<file path="config.mk">
export PLATFORM = sky130hd
export DESIGN_NAME = cal_hu_deadlock_report_collector
export DESIGN_NICKNAME = d
export VERILOG_FILES = /design/src/rtl/cal_hu_deadlock_report_collector.sv
export SDC_FILE = /design/constraint.sdc
export NUM_CORES = 1
export LEC_CHECK = 0
export BUFFER_PORTS_ARGS = -buffer_cell sky130_fd_sc_hd__buf_2
export CAP_MARGIN = 0
export CORE_MARGIN = 4
export CORE_UTILIZATION = 34
export CTS_CLUSTER_SIZE = 40
export DETAILED_ROUTE_END_ITERATION = 10
export GPL_TIMING_DRIVEN = 1
export HOLD_SLACK_MARGIN = 0.03
export PLACE_DENSITY = 0.47
export SYNTH_ARGS = -nofsm -noshare
export SYNTH_HDL_FRONTEND = slang
export SYNTH_SLANG_ARGS = --single-unit
</file>
<file path="constraint.sdc">
create_clock -name clock -period 5.2 [get_ports clock]
set_input_delay 1.04 -clock clock [delete_from_list [all_inputs] [get_ports clock]]
set_output_delay 1.04 -clock clock [all_outputs]
set_load 0.1 [all_outputs]
</file>
<file path="src/rtl/cal_hu_deadlock_report_collector.sv">
// Deadlock report collector for the CAL_Hu dataflow monitors.
// Each monitor's 'block' flag must stay high for CONFIRM_CYCLES consecutive
// cycles before it is confirmed. Confirmed, not-yet-reported monitors are
// reported one at a time, lowest index first, over a valid/ready channel.
// Sticky deadlock / lost-report status bits are held until 'clear' pulses.
module cal_hu_deadlock_report_collector #(
    parameter int NUM_MON        = 4,
    parameter int CONFIRM_CYCLES = 16,
    parameter int CNT_W          = 16,
    parameter int ID_W           = 2
) (
    input  logic               clock,
    input  logic               reset,
    input  logic [NUM_MON-1:0] block_in,
    input  logic               clear,
    output logic               rpt_valid,
    input  logic               rpt_ready,
    output logic [ID_W-1:0]    rpt_mon_id,
    output logic [CNT_W-1:0]   rpt_timestamp,
    output logic [NUM_MON-1:0] rpt_block_vec,
    output logic               deadlock_flag,
    output logic               rpt_lost
);

    typedef enum logic {
        IDLE = 1'b0,
        SEND = 1'b1
    } state_t;

    localparam logic [CNT_W-1:0] CONFIRM_MAX = CNT_W'(CONFIRM_CYCLES);

    state_t                          state_q, state_d;
    logic [CNT_W-1:0]                cycle_cnt_q, cycle_cnt_d;
    logic [NUM_MON-1:0][CNT_W-1:0]   confirm_cnt_q, confirm_cnt_d;
    logic [NUM_MON-1:0]              reported_q, reported_d;
    logic [NUM_MON-1:0]              confirmed;
    logic [NUM_MON-1:0]              pending;
    logic [NUM_MON-1:0]              lost_evt;
    logic                            rpt_valid_q, rpt_valid_d;
    logic [ID_W-1:0]                 rpt_mon_id_q, rpt_mon_id_d;
    logic [CNT_W-1:0]                rpt_timestamp_q, rpt_timestamp_d;
    logic [NUM_MON-1:0]              rpt_block_vec_q, rpt_block_vec_d;
    logic                            deadlock_flag_q, deadlock_flag_d;
    logic                            rpt_lost_q, rpt_lost_d;
    logic                            handshake;
    logic [ID_W-1:0]                 sel_id;

    assign handshake = rpt_valid_q & rpt_ready;
    assign pending   = confirmed & ~reported_q;

    // Per-monitor confirm counter, reported bit and lost-report detection.
    // The monitor currently being offered in SEND is excluded from the lost
    // check because its report is already committed to the channel.
    for (genvar gi = 0; gi < NUM_MON; gi++) begin : g_mon
        assign confirmed[gi] = (confirm_cnt_q[gi] == CONFIRM_MAX);

        assign confirm_cnt_d[gi] = !block_in[gi] ? '0 :
                                   confirmed[gi] ? confirm_cnt_q[gi] :
                                                   confirm_cnt_q[gi] + CNT_W'(1);

        assign lost_evt[gi] = !block_in[gi] && confirmed[gi] && !reported_q[gi] &&
                              !((state_q == SEND) && (rpt_mon_id_q == ID_W'(gi)));

        // Clearing (block dropped or software clear) wins over a handshake set.
        assign reported_d[gi] = (!block_in[gi] || clear) ? 1'b0 :
                                (reported_q[gi] ||
                                 (handshake && (rpt_mon_id_q == ID_W'(gi))));
    end

    // Lowest-index pending monitor wins selection.
    always_comb begin
        sel_id = '0;
        for (int i = NUM_MON - 1; i >= 0; i--) begin
            if (pending[i]) begin
                sel_id = ID_W'(i);
            end
        end
    end

    // Next-state for the report FSM, payload, timestamp counter and sticky flags.
    always_comb begin
        state_d         = state_q;
        rpt_valid_d     = rpt_valid_q;
        rpt_mon_id_d    = rpt_mon_id_q;
        rpt_timestamp_d = rpt_timestamp_q;
        rpt_block_vec_d = rpt_block_vec_q;
        cycle_cnt_d     = cycle_cnt_q + CNT_W'(1);
        deadlock_flag_d = clear ? 1'b0 : (deadlock_flag_q | handshake);
        rpt_lost_d      = clear ? 1'b0 : (rpt_lost_q | (|lost_evt));

        case (state_q)
            IDLE: begin
                if (|pending) begin
                    state_d         = SEND;
                    rpt_valid_d     = 1'b1;
                    rpt_mon_id_d    = sel_id;
                    rpt_timestamp_d = cycle_cnt_q;
                    rpt_block_vec_d = block_in;
                end
            end
            SEND: begin
                // Payload held untouched; only a handshake ends the offer.
                if (handshake) begin
                    state_d     = IDLE;
                    rpt_valid_d = 1'b0;
                end
            end
            default: begin
                state_d     = IDLE;
                rpt_valid_d = 1'b0;
            end
        endcase
    end

    // State registers with synchronous active-low reset.
    always_ff @(posedge clock) begin
        if (!reset) begin
            state_q         <= IDLE;
            cycle_cnt_q     <= '0;
            confirm_cnt_q   <= '0;
            reported_q      <= '0;
            rpt_valid_q     <= 1'b0;
            rpt_mon_id_q    <= '0;
            rpt_timestamp_q <= '0;
            rpt_block_vec_q <= '0;
            deadlock_flag_q <= 1'b0;
            rpt_lost_q      <= 1'b0;
        end else begin
            state_q         <= state_d;
            cycle_cnt_q     <= cycle_cnt_d;
            confirm_cnt_q   <= confirm_cnt_d;
            reported_q      <= reported_d;
            rpt_valid_q     <= rpt_valid_d;
            rpt_mon_id_q    <= rpt_mon_id_d;
            rpt_timestamp_q <= rpt_timestamp_d;
            rpt_block_vec_q <= rpt_block_vec_d;
            deadlock_flag_q <= deadlock_flag_d;
            rpt_lost_q      <= rpt_lost_d;
        end
    end

    assign rpt_valid     = rpt_valid_q;
    assign rpt_mon_id    = rpt_mon_id_q;
    assign rpt_timestamp = rpt_timestamp_q;
    assign rpt_block_vec = rpt_block_vec_q;
    assign deadlock_flag = deadlock_flag_q;
    assign rpt_lost      = rpt_lost_q;

endmodule
</file>
==> impl_metrics.toml <==
[place]
dp_hpwl_um = 7090
numPortBuffers = 32
postPlaceCellArea_um2 = 5100
dp_slack_ps = 2480
routabilityCongestion = 0.773

[logic_synthesis]
seq_area_frac_synth_pct = 45.9
synth_area_per_cell_um2 = 8.67
syn_inst = 553
synth_fp_nets = 570
yosysWarnings = 0
syn_area_um2 = 4800
ys_ff_latch = 110
ys_types = 39

[cts]
cts_buffers = 9
cts.clk_slew.worst_paths_ps = 70
htree_levels = 3
cts_setup_buffers = 0
cts_tree = "done"
cts_sinks = 110
clockBufferDepth = 2
hold_buffers = 0
clockRootBuffer = "clkbuf_16"
cts_resized = 0
clk_latency_ps = 350

[finish]
drive_above_1_share_pct = 8.92
design_area_um2 = 5380
synthToLayoutAreaGrowth_pct = 12.1
n_antenna_cell = 0
n_fill_cell = 1424
nets = 596

[worst_setup_path]
cp_cell_sequence = "inv_1 -> ha_1 -> nor4b_1 -> nand4b_4 -> a41oi_4 -> o21ai_0"
cp_slowest_stage_delay_ps = 960
worst_setup_path_end_kind = "flop"
critical-path-slowest-cell = "a41oi_4"
cp-start-kind = "flop"
cp_data_required_time_ps = 5390
crit_path_max_fanout = 44
r2r_slack_ps = 2490
critPathKind = "reg2reg"
worstPathArrival_ps = 2900

[route]
drt_wl_total_um = 10100
vias_per_cell = 4.95
drtIter0Drc = 248
ant_nets = 0
num_vias = 3779
wire_per_inst_um = 13.3
drc = 0
firstDrtPassIters = 4

[grt]
antenna_found_initial = 0
grt_pass1_vias = 3579
track_usage_pct = 13.2
grt_start_max_net_pins = 45
grt-ovfl-total = 0
grt_pass1_wl_um = 17400

[timing]
setup_ws_ps = 2490
maxClockFrequency_ghz = 0.369
max_slew.worst_pin.slew_ps = 1090
clock_skew_ps = 5.43
final_hold_viol_count = 0
setup_violations = 0
period_share_pct = 52.1
final.min_clock_period_ps = 2710
report.final.slew_viol_count = 0
rsz0062_at_grt = "false"
finalSetupTns_ps = 0
relSlewSlack_pct = 27.1

[floorplanning]
ios = 33
fp.dieH_um = 127
start_util_pct = 34.7
num_rows = 43
dieArea_um2 = 16100
die_x_um = 127
coreArea_um2 = 13800

[min_path]
hold_path.class = "reg2reg"

[power]
power_uw = 1540
power_density_nw_per_um2 = 286
static-leakage-power_uw = 0.00188
ir_drop_mv = 0.155

[status]
status = "completed"

[flow_run]
drv_cap = 0
==> logic make-up (layout without fill, tap and decap cells) <==
group	Yosys count	after routing	share of synthesized area (%)
AO/OA/AOI/OAI	64	64	7.69
XOR/XNOR	61	61	11.1
adder cells (fa/ha/maj)	9	9	2.35
buffers and inverters	32	62	2.97
flip-flops	110	110	45.9
multiplexers	2	2	0.417
AND/OR/NAND/NOR	275	275	29.5
==> cells in the final DEF, fill, tap and decap left out, drive strengths merged, types with 3 or more instances in the layout <==
cell	instances
a21oi	22
a41oi	3
and2	14
and3	12
buf	33
clkbuf	10
clkinvlp	3
dfxtp	110
ha	9
inv	14
nand2	50
nand2b	5
nand3	49
nand4	17
nor2	68
nor3	16
nor4	11
nor4b	7
o21ai	33
or3	11
or4	3
xnor2	31
xor2	30
==> per-stage QoR <==
| stage | cells | hold WS [ps] | utilization, % |
|---|---|---|---|
| 2_1_floorplan | 553 | 444 | - |
| 3_3_place_gp | 748 | 443 | 36.9 |
| 3_5_place_dp | 748 | 452 | 36.9 |
| 4_1_cts | 763 | 463 | 38.9 |
| 5_1_grt | 763 | 487 | 38.9 |
| 6_report | 763 | 455 | 38.9 |
==> layout make-up <==
class	instances	area [um2]	share of cell area, %
inverter	14	52.6	0.978
tap	180	225	4.19
multi-input combinational	411	2450	45.6
clock buffer	10	239	4.45
timing repair buffer	33	168	3.12
sequential	110	2200	41.0
clock inverter	5	36.3	0.675
==> report_power, final <==
group | switching [uW] | internal [uW]
registers | 6.03 | 847
clock network | 309 | 335
logic | 27.3 | 12.4
total | 342 | 1190
==> flip-flops by register name (all words and copies together) (netlist names) <==
signal         count
reported_q         4
rpt_block_vec      4
rpt_mon_id         2
rpt_lost           1
deadlock_flag      1
state_q            1
rpt_timestamp     16
cycle_cnt_q       16
rpt_valid          1
confirm_cnt_q     64
==> per-layer routing <==
layer	wire, um	track usage (%)	share of wire, %
met5	0	0	0
met2	4540	20.3	45
met4	153	4.73	1.5
met3	353	4.04	3.5
met1	5060	17.6	50
==> synthesized netlist by cell type, drive strengths merged <==
master	number	area (um2)
and2	14	87.6
nand4	17	106
nor2	68	255
o211a	1	10.0
inv	14	52.6
and4	2	17.5
clkbuf	13	50.0
a21boi	1	7.51
and3	12	75.1
nand2b	5	31.3
or4	3	22.5
nand2	50	188
ha	9	113
nand4b	2	47.6
o22ai	1	6.26
nand3	49	245
nor4	11	68.8
nor4b	7	61.3
nor2b	2	12.5
a21oi	22	110
a311oi	2	17.5
or3b	1	8.76
mux2i	2	20.0
a21o	1	7.51
dfxtp	110	2200
nand3b	2	15.0
xor2	30	263
o21ai	33	165
xnor2	31	272
nor4bb	1	10.0
nor3	16	80.1
or3	11	68.8
buf	5	40.0
a41oi	3	45.1
nor3b	2	15.0
==> worst max-delay path: cells and delay by family (launching register included) <==
family	cells	cell delay (ps)
AND/OR/NAND/NOR	2	750
buffers and inverters	1	90
AO/OA/AOI/OAI	2	1200
flip-flops	1	340
adder cells (fa/ha/maj)	1	140
==> path summary, 6_finish.rpt <==
kind	startpoint	endpoint	cells past startpoint
setup / recovery	confirm_cnt_q[48]	rpt_timestamp[9]	6
hold / removal	rpt_timestamp[0]	rpt_timestamp[0]	2
setup reg to reg	confirm_cnt_q[48]	rpt_timestamp[9]	6
hold reg to reg	rpt_timestamp[0]	rpt_timestamp[0]	2
Note: power is estimated with default switching activity, not from simulation.
